**src/rtl/seg_pkg.sv**
```systemverilog
// seg_pkg: shared seven-segment constants for the scanned display driver and its decoder.
//   Patterns are active-low, written g..a (bit6 = g, bit0 = a).
//   UNITS/TENS/HUNDREDS are the digit-enable indices within a frame.
package seg_pkg;

    localparam logic [6:0] SEG_0     = 7'b1000000;
    localparam logic [6:0] SEG_1     = 7'b1111001;
    localparam logic [6:0] SEG_2     = 7'b0100100;
    localparam logic [6:0] SEG_3     = 7'b0110000;
    localparam logic [6:0] SEG_4     = 7'b0011001;
    localparam logic [6:0] SEG_5     = 7'b0010010;
    localparam logic [6:0] SEG_6     = 7'b0000010;
    localparam logic [6:0] SEG_7     = 7'b1111000;
    localparam logic [6:0] SEG_8     = 7'b0000000;
    localparam logic [6:0] SEG_9     = 7'b0010000;
    localparam logic [6:0] SEG_BLANK = 7'b1111111;

    localparam int UNITS    = 0;
    localparam int TENS     = 1;
    localparam int HUNDREDS = 2;

    // Encoder used by the display driver; values above 9 map to blank.
    function automatic logic [6:0] bcd_to_seg(input logic [3:0] d);
        logic [6:0] p;
        case (d)
            4'd0:    p = SEG_0;
            4'd1:    p = SEG_1;
            4'd2:    p = SEG_2;
            4'd3:    p = SEG_3;
            4'd4:    p = SEG_4;
            4'd5:    p = SEG_5;
            4'd6:    p = SEG_6;
            4'd7:    p = SEG_7;
            4'd8:    p = SEG_8;
            4'd9:    p = SEG_9;
            default: p = SEG_BLANK;
        endcase
        return p;
    endfunction

endpackage

```
**src/rtl/seg7_to_bcd.sv**
```systemverilog
// seg7_to_bcd: combinational decode of an active-low seven-segment pattern to BCD.
//   pattern  in   7  active-low segments, bit0 = a .. bit6 = g
//   digit    out  4  decoded BCD digit (0 for blank or illegal patterns)
//   ok       out  1  pattern is a legal digit or blank
//   blank    out  1  pattern is all segments off
module seg7_to_bcd
    import seg_pkg::*;
(
    input  logic [6:0] pattern,
    output logic [3:0] digit,
    output logic       ok,
    output logic       blank
);

    always_comb begin
        digit = 4'd0;
        ok    = 1'b1;
        blank = 1'b0;
        case (pattern)
            SEG_0:     digit = 4'd0;
            SEG_1:     digit = 4'd1;
            SEG_2:     digit = 4'd2;
            SEG_3:     digit = 4'd3;
            SEG_4:     digit = 4'd4;
            SEG_5:     digit = 4'd5;
            SEG_6:     digit = 4'd6;
            SEG_7:     digit = 4'd7;
            SEG_8:     digit = 4'd8;
            SEG_9:     digit = 4'd9;
            SEG_BLANK: blank = 1'b1;
            default:   ok    = 1'b0;
        endcase
    end

endmodule

```
**src/rtl/seg_scan_decoder.sv**
```systemverilog
// seg_scan_decoder: debounces a scanned active-low 7-seg bus and reassembles BCD frames.
//   clk          in   1       system clock
//   rst          in   1       asynchronous active-high reset
//   seg          in   7       active-low segment pattern, bit0 = a .. bit6 = g
//   en           in   NDIG    active-low digit enables, en[0] = units
//   digits       out  4*NDIG  committed BCD frame, digit i at [4i+3:4i]
//   value        out  VW      binary value of digits
//   frame_valid  out  1       a committed frame is present
//   frame_pulse  out  1       one-cycle strobe on each frame commit
//   seg_err      out  1       one-cycle strobe on an illegal stable segment pattern
//   en_err       out  1       one-cycle strobe on an illegal stable enable pattern
module seg_scan_decoder
    import seg_pkg::*;
#(
    parameter int NDIG   = 3,
    parameter int STABLE = 4,
    parameter int VW     = $clog2(10**NDIG)
) (
    input  logic              clk,
    input  logic              rst,
    input  logic [6:0]        seg,
    input  logic [NDIG-1:0]   en,
    output logic [4*NDIG-1:0] digits,
    output logic [VW-1:0]     value,
    output logic              frame_valid,
    output logic              frame_pulse,
    output logic              seg_err,
    output logic              en_err
);

    localparam int         SW     = NDIG + 7;
    localparam logic [3:0] MC_CAP = 4'(STABLE - 2);
    localparam logic [3:0] MC_MAX = 4'(STABLE);

    logic [SW-1:0]     s;
    logic [SW-1:0]     smp;
    logic [3:0]        mc;
    logic [4*NDIG-1:0] shadow;
    logic [4*NDIG-1:0] shadow_n;
    logic [NDIG-1:0]   seen;
    logic [NDIG-1:0]   seen_n;
    logic [NDIG-1:0]   lows;
    logic [3:0]        dig_raw;
    logic [3:0]        dig;
    logic              ok;
    logic              blank;
    logic              cap;
    logic              one_low;
    logic              multi_low;
    logic              wr;
    logic              commit;
    logic              e_en;
    logic              e_seg;
    logic [VW-1:0]     value_n;

    assign smp  = {en, seg};
    assign lows = ~s[SW-1:7];

    // x & (x-1) is non-zero exactly when more than one bit of x is set.
    assign multi_low = (lows & (lows - NDIG'(1))) != '0;
    assign one_low   = lows != '0 && !multi_low;

    seg7_to_bcd u_dec (
        .pattern (s[6:0]),
        .digit   (dig_raw),
        .ok      (ok),
        .blank   (blank)
    );

    // Blanked digits are leading zeros.
    assign dig = blank ? 4'd0 : dig_raw;

    // Fires on the single edge where mc steps STABLE-2 -> STABLE-1.
    assign cap   = smp == s && mc == MC_CAP;
    assign e_en  = cap && multi_low;
    assign e_seg = cap && one_low && !ok;
    assign wr    = cap && one_low && ok;

    always_comb begin
        shadow_n = shadow;
        for (int i = 0; i < NDIG; i++)
            if (wr && lows[i]) shadow_n[4*i +: 4] = dig;
        seen_n  = wr ? seen | lows : seen;
        commit  = wr && &seen_n;
        value_n = '0;
        for (int i = NDIG - 1; i >= 0; i--)
            value_n = value_n * VW'(10) + VW'(shadow_n[4*i +: 4]);
    end

    always_ff @(posedge clk or posedge rst) begin
        if (rst) begin
            s           <= '0;
            mc          <= '0;
            shadow      <= '0;
            seen        <= '0;
            digits      <= '0;
            value       <= '0;
            frame_valid <= 1'b0;
            frame_pulse <= 1'b0;
            seg_err     <= 1'b0;
            en_err      <= 1'b0;
        end else begin
            s           <= smp;
            mc          <= smp != s ? 4'd0 : mc < MC_MAX ? mc + 4'd1 : mc;
            shadow      <= shadow_n;
            seen        <= commit || e_en || e_seg ? '0 : seen_n;
            frame_pulse <= commit;
            seg_err     <= e_seg;
            en_err      <= e_en;
            frame_valid <= commit ? 1'b1 : e_seg ? 1'b0 : frame_valid;
            if (commit) begin
                digits <= shadow_n;
                value  <= value_n;
            end
        end
    end

endmodule

```
**config.mk**
```make
export PLATFORM = sky130hd
export DESIGN_NAME = seg_scan_decoder
export DESIGN_NICKNAME = d
export VERILOG_FILES = /design/src/rtl/seg_pkg.sv /design/src/rtl/seg7_to_bcd.sv /design/src/rtl/seg_scan_decoder.sv
export SDC_FILE = /design/constraint.sdc
export NUM_CORES = 1
export LEC_CHECK = 0
export ABC_AREA = 1
export CAP_MARGIN = 20
export CELL_PAD_IN_SITES_DETAIL_PLACEMENT = 0
export CELL_PAD_IN_SITES_GLOBAL_PLACEMENT = 1
export CORE_MARGIN = 4
export CORE_UTILIZATION = 35
export DETAILED_ROUTE_END_ITERATION = 12
export PLACE_DENSITY = 0.72
export RECOVER_POWER = 25
export SYNTH_ARGS = -nofsm -noshare
export SYNTH_HDL_FRONTEND = slang
export SYNTH_SLANG_ARGS = --single-unit
```
**constraint.sdc**
```tcl
create_clock -name clk -period 6.1 [get_ports clk]
set_input_delay 0.915 -clock clk [delete_from_list [all_inputs] [get_ports clk]]
set_output_delay 0.915 -clock clk [all_outputs]
set_load 0.05 [all_outputs]
```
# Word-level counts from Yosys, hierarchy flattened
# Index checks and enable logic that the tools add are counted.
[classes] addsub=4 mul=2 magnitude_cmp=1 eq_ne=13 mux=13 n_bitwise=3 reduce_logical=21
[op_table] operator="$pmux 4 s9" count=1
[op_table] operator="$eq 7x7->1 const B" count=4
[op_table] operator="$mux 4" count=6
[op_table] operator="$eq 7x5->1 const B" count=3
[op_table] operator="$eq 7x6->1 const B" count=2
[op_table] operator="$reduce_or 11->1" count=1
[op_table] operator="$add 10x4->10" count=1
[op_table] operator="$eq 10x10->1" count=1
[op_table] operator="$logic_and 1x1->1" count=10
[op_table] operator="$ne 10x10->1" count=1
[op_table] operator="$add 8x4->9" count=1
[op_table] operator="$mul 9x3->9 const B" count=1
[op_table] operator="$eq 7x2->1 const B" count=1
[op_table] operator="$logic_not 7->1" count=1
[op_table] operator="$mul 4x3->7 const B" count=1
[op_table] operator="$mux 3" count=2
[op_table] operator="$reduce_bool 3->1" count=2
[op_table] operator="$add 4x1->4 const B" count=1
[op_table] operator="$eq 4x2->1 const B" count=1
[op_table] operator="$lt 4x3->1 const B" count=1
[op_table] operator="$mux 1" count=4
[op_table] operator="$reduce_bool 2->1" count=2
[op_table] operator="$and 3x3->3" count=1
[op_table] operator="$not 3->3" count=1
[op_table] operator="other kinds (5)" count=7
[word_totals] reg_bits=55 in_bits=12 word_cells=67

# Depth between registers and ports, before layout
[depth] ltp_word=14 ltp_mapped=40

# Hierarchy
# From an unflattened synthesis, not the netlist that was laid out.
[hier_totals] hier_cells=437 area_unflattened_um2=3433.3
[modules_own_cells] module="seg_scan_decoder" n_inst=1 cells_each=383 area_per_inst_um2=3154.3
[modules_own_cells] module="seg7_to_bcd" n_inst=1 cells_each=54 area_per_inst_um2=279.0

# Worst setup path after synthesis
# Ideal clock, no wire load.
[synth_timing] path_kind="input to register" from="input en[1]" to="register value[9]" arrival_ns=5.024 slack_ns=0.958 stages=33 path_buffers=0 cell_sequence="xnor2_1 nand2_1 nor2_1 nand3_2 nor2_4 nand3_2 inv_2 nand2_1 o21ai_1 inv_1 nor2_1 nor2_1 ha_1 fa_1 inv_1 nor2_1 nand3_1 nand2_1 inv_1 ha_1 ha_1 inv_1 o21ai_0 xor2_1 nand3_1 nand2_1 inv_1 nand4_1 nand2_1 inv_1 nand3_1 nand3_1 nand2_1"
[synth_via] elab_chain_cells=10 word_cells_on_any_way=17 cone_classes="add/sub: 2; mul: 2; eq/ne: 1; mux: 4; reduce/logical: 8"
[synth_rtl] item="start, declared" line="seg_scan_decoder.sv:22" rtl="input logic [NDIG-1:0] en,"
[synth_rtl] item="$eq 10x10->1" line="seg_scan_decoder.sv:74" rtl="assign cap = smp == s && mc == MC_CAP;"
[synth_rtl] item="$logic_and 1x1->1" line="seg_scan_decoder.sv:74"
[synth_rtl] item="$logic_and 1x1->1 (2 in a row)" line="seg_scan_decoder.sv:77" rtl="assign wr = cap && one_low && ok;"
[synth_rtl] item="$logic_and 1x1->1" line="seg_scan_decoder.sv:82" rtl="if (wr && lows[i]) shadow_n[4*i +: 4] = dig;"
[synth_rtl] item="$mux 4" line="seg_scan_decoder.sv:82"
[synth_rtl] item="via shadow_n[9]" line="seg_scan_decoder.sv:39" rtl="logic [4*NDIG-1:0] shadow_n;"
[synth_rtl] item="$mul 4x3->7" line="seg_scan_decoder.sv:87" rtl="value_n = value_n * VW'(10) + VW'(shadow_n[4*i +: 4]);"
[synth_rtl] item="$add 8x4->9" line="seg_scan_decoder.sv:87"
[synth_rtl] item="$mul 9x3->9" line="seg_scan_decoder.sv:87"
[synth_rtl] item="$add 10x4->10" line="seg_scan_decoder.sv:87"
[synth_rtl] item="end signal, assigned" line="seg_scan_decoder.sv:113" rtl="value <= value_n;"
[synth_rtl] item="end, declared" line="seg_scan_decoder.sv:24" rtl="output logic [VW-1:0] value,"
# The timed path passes the listed nets, and every way through them passes these cells.
# A chain may end at the register's enable or synchronous reset.

# Final worst setup path
[layout_timing] from="input seg[4]" to="register value[9]"
[layout_via] word_cells_on_any_way=17 cone_classes="add/sub: 2; mul: 2; eq/ne: 1; mux: 4; reduce/logical: 8"
[layout_rtl] item="start, declared" line="seg_scan_decoder.sv:21" rtl="input logic [6:0] seg,"
[layout_rtl] item="$eq 10x10->1" line="seg_scan_decoder.sv:74"
[layout_rtl] item="$logic_and 1x1->1" line="seg_scan_decoder.sv:74"
[layout_rtl] item="$logic_and 1x1->1 (2 in a row)" line="seg_scan_decoder.sv:77"
[layout_rtl] item="$logic_and 1x1->1" line="seg_scan_decoder.sv:82"
[layout_rtl] item="$mux 4" line="seg_scan_decoder.sv:82"
[layout_rtl] item="via shadow_n[5]" line="seg_scan_decoder.sv:39"
[layout_rtl] item="$add 8x4->9" line="seg_scan_decoder.sv:87"
[layout_rtl] item="$mul 9x3->9" line="seg_scan_decoder.sv:87"
[layout_rtl] item="$add 10x4->10" line="seg_scan_decoder.sv:87"
# The timed path passes the listed nets, and every way through them passes these cells.

==> summary.md <==
- **worst hold path startpoint** digits[8]$_DFFE_PP0P_
- **met1 usage** 17.8%
- **row count** 34
- **sequential area share after synthesis** 42.0%
- **overflow left after global routing** 0
- **global-route wire length before repair** 11900 um
- **total wirelength of the detailed-routed design** 6530 um
- **switching pwr** 0.152 mW
- **share of post-route cells with drive strength above 1** 8.69%
- **# IOs** 38
- **final clock period utilization by the worst path** 91.7%
- **static leakage** 2.00 nW
- **number of levels the H-tree was split into** 2
- **number of enable-type register cells in the synthesized netlist** 0
- **core region area** 0.00885 mm^2
- **Routed WL per cell** 11.7 um
- **top cells by instance count after synthesis** nand2_1, inv_1, dfrtp_1
- **post-synthesis cell area** 0.00322 mm^2
- **crit path kind** in -> reg
- **fraction of power spent switching nets** 24.5%
- **number of antenna violations at the first check in global routing** 0
- **area fraction of the dominant cell type after synthesis** 42.0%
- **Clock Pin Slew Worst Setup and Hold Paths** 0.11 ns
- **Cell variety after synth** 33
- **area growth from synthesis to layout** 19.4%
- **Hold Path Class** reg -> reg
- **proportion of register bits with asynchronous set or reset after synthesis** 100%
- **sum of net half-perimeters after detailed placement** 5050 um
- **worst hold margin** 0.487 ns
- **data arrival at the endpoint of the critical path** 5.80 ns
- **Pre-Repair DR Iteration Count** 4
- **Max-Slew Margin vs Limit** -94.4%
- **final antenna-violating net count** 0
- **Port Buffers** 37
- **Worst Tran Pin Value** 2.92 ns
- **highest-utilization routing layer at the global route stage** met2
- **CTS buffer count** 5
- **time the final worst path needs with I/O delays and setup** 5.59 ns
- **met2 capacity usage during global routing** 21.3%
- **maximum number of pins on one net before global-route repair** 55
- **Slowest Stage Delay on Critical Path** 0.56 ns
- **via count of the first global-routing pass** 2568
- **largest driver fanout on the critical path** 5
- **sort of element at the start of the critical path** input pin
- **worst setup skew after layout** 0.00985 ns
- **Crit path top cell by count** nand2_1
- **largest cells by area after synthesis** dfrtp_1, nand2_1, ha_1
- **buffer cell driving the clock tree root** clkbuf_8
- **post-layout net count** 484
- **syn nets** 438
- **Hold Violations, Final** 0
- **maxcap violations** 1
- **worst-skew pair later-pin latency** 0.31 ns
- **launching point of the worst reg2reg path** s[2]$_DFF_PP0_
- **TritonCTS sink count** 54
- **total die area** 0.0108 mm^2
- **violated checks** max-capacitance violations, max-slew violations
- **DR DRC count** 0
- **Mean Syn Cell Area** 8.00 um^2
- **All-Layer GR Usage** 13.1%
- **maximum buffer depth of the clock tree** 2
- **warnings from Yosys** 0
- **final count of negative-setup-slack endpoints** 0
- **Peak supply drop** 0.0000820 V
- **synthesized instance count** 402
- **flip-flop and latch count after synthesis** 54
- **Yosys top cell by area** dfrtp_1
- **most used standard cell by instance count after synthesis** nand2_1
- **final number of max-transition violations** 55
- **proportion of power drawn by the clock network** 35.2%
- **cell with the biggest individual delay on the critical path** dlygate4sd3_1
- **total non-filler cell area in the finished layout** 0.00384 mm^2
- **Setup crit end kind** register
- **setup repair after global routing missed its margin** no
- **Initial Utilization** 36.3%
- **result of the run** finished, violations left
- **gpl congestion** 0.804
- **pwr dens** 162 mW/mm^2
- **horizontal extent of the die** 104 um
- **met3 Track Usage GR** 2.23%
- **number of fill cells in the layout** 908
- **Gate power share** 5.7%
- **Pint** 0.468 mW
- **TritonCTS clock tree** yes
- **highest clock frequency the design can meet** 179 MHz
- **part of the total power dissipated in sequential elements** 59.0%
- **Worst setup startpoint** seg[4]
- **area after detailed placement** 0.00372 mm^2
- **Vias/cell** 4.57
- **count of routing violations after the opening detailed-route iteration** 68
- **required arrival time at the worst endpoint** 6.31 ns
- **main flop type after synthesis** dfrtp_1
- **n_diodes** 0
- **DIE HEIGHT** 104 um
- **overall via count from detail_route** 2548
worst max-delay path, delay by kind of cell:
family	cells	cell delay, ns
buf+inv	5	0.75
compound gates	4	0.76
fa+ha+maj	3	0.94
simple gates	22	2.30
xor+xnor	1	0.16
final timing paths:
kind                            slack (ns)               endpoint  cells after the start
min in group asynchronous             2.14  digits[0]$_DFFE_PP0P_                      3
worst min-delay path                  0.49  digits[8]$_DFFE_PP0P_                      2
worst min register to register        0.49  digits[8]$_DFFE_PP0P_                      2
worst max-delay path                  0.51   value[9]$_DFFE_PP0P_                     35
worst max register to register        1.11   value[9]$_DFFE_PP0P_                     34
max in group asynchronous             2.32         s[1]$_DFF_PP0_                      3
kinds of logic (layout without fill, tap and decap cells):
| kind of cell | Yosys count | count (layout) | synth area share (%) |
|---|---|---|---|
| AO/OA/AOI/OAI | 40 | 40 | 7.08 |
| XOR/XNOR | 14 | 14 | 3.81 |
| adder cells (fa/ha/maj) | 24 | 24 | 10.3 |
| buffers and inverters | 67 | 114 | 8.52 |
| flip-flops | 54 | 54 | 42.0 |
| multiplexers | 1 | 1 | 0.311 |
| AND/OR/NAND/NOR | 202 | 202 | 28.0 |
metrics by stage:
step           setup WS (ns)  TNS (ns)  utilization (%)  power [mW]  instances
2_1_floorplan          0.958         0                -       0.394        402
3_3_place_gp         -0.0178   -0.0178             42.1       0.410        548
3_5_place_dp         -0.0215   -0.0215             42.1       0.411        548
4_1_cts                0.273         0             43.2       0.634        556
5_1_grt               0.0118         0             43.4       0.655        557
6_report               0.507         0             43.4       0.620        557
final cells by class:
type | instances | area (um^2) | area share [%]
Clock buffer | 6 | 82.6 | 2.15
Clock inverter | 2 | 16.3 | 0.424
Inverter | 63 | 236 | 6.16
Multi-Input combinational cell | 281 | 1610 | 41.8
Sequential cell | 54 | 1350 | 35.2
Tap cell | 108 | 135 | 3.52
Timing Repair Buffer | 43 | 412 | 10.7
flip-flops by register name (all words and copies together), names as in the netlist:
| name | count |
|---|---|
| digits | 12 |
| shadow | 12 |
| s | 10 |
| value | 9 |
| mc | 4 |
| seen | 3 |
| en_err | 1 |
| frame_pulse | 1 |
| frame_valid | 1 |
| seg_err | 1 |
metal layers:
metal,routed length [um],up-vias,part of all wire [%]
li1,-,1356,-
met1,3320,1162,51
met2,2990,22,46
met3,134,8,2.1
met4,89,0,1.4
met5,0,-,0
cell usage in the layout, fill, tap and decap left out, drive strengths merged, types with 3 or more instances in the layout:
master	count
a31oi	4
o21a	4
xor2	5
dfrtp	54
a21oi	9
o21ai	19
nor2	60
ha	20
xnor2	9
buf	5
nand2	102
fa	4
dlygate4sd3	7
nand3	29
nand4	4
clkdlybuf4s50	30
clkbuf	7
inv	63
nor3	3
power groups by stage:
stage	logic, mW	clock network, mW	registers [mW]
final	0.0356	0.219	0.366
after global routing	0.0421	0.246	0.367
after CTS	0.0375	0.230	0.366
after detailed placement	0.0375	0	0.373
after global placement	0.0370	0	0.373
after floorplan	0.0224	0	0.372
what timing repair did:
action                                  CTS  global route
hold buffers                              0             0
gates resized for setup                   0             5
setup buffers                             0             1
endpoints found under the setup margin    0             2
No activity file was read; power rests on OpenSTA's default activity.
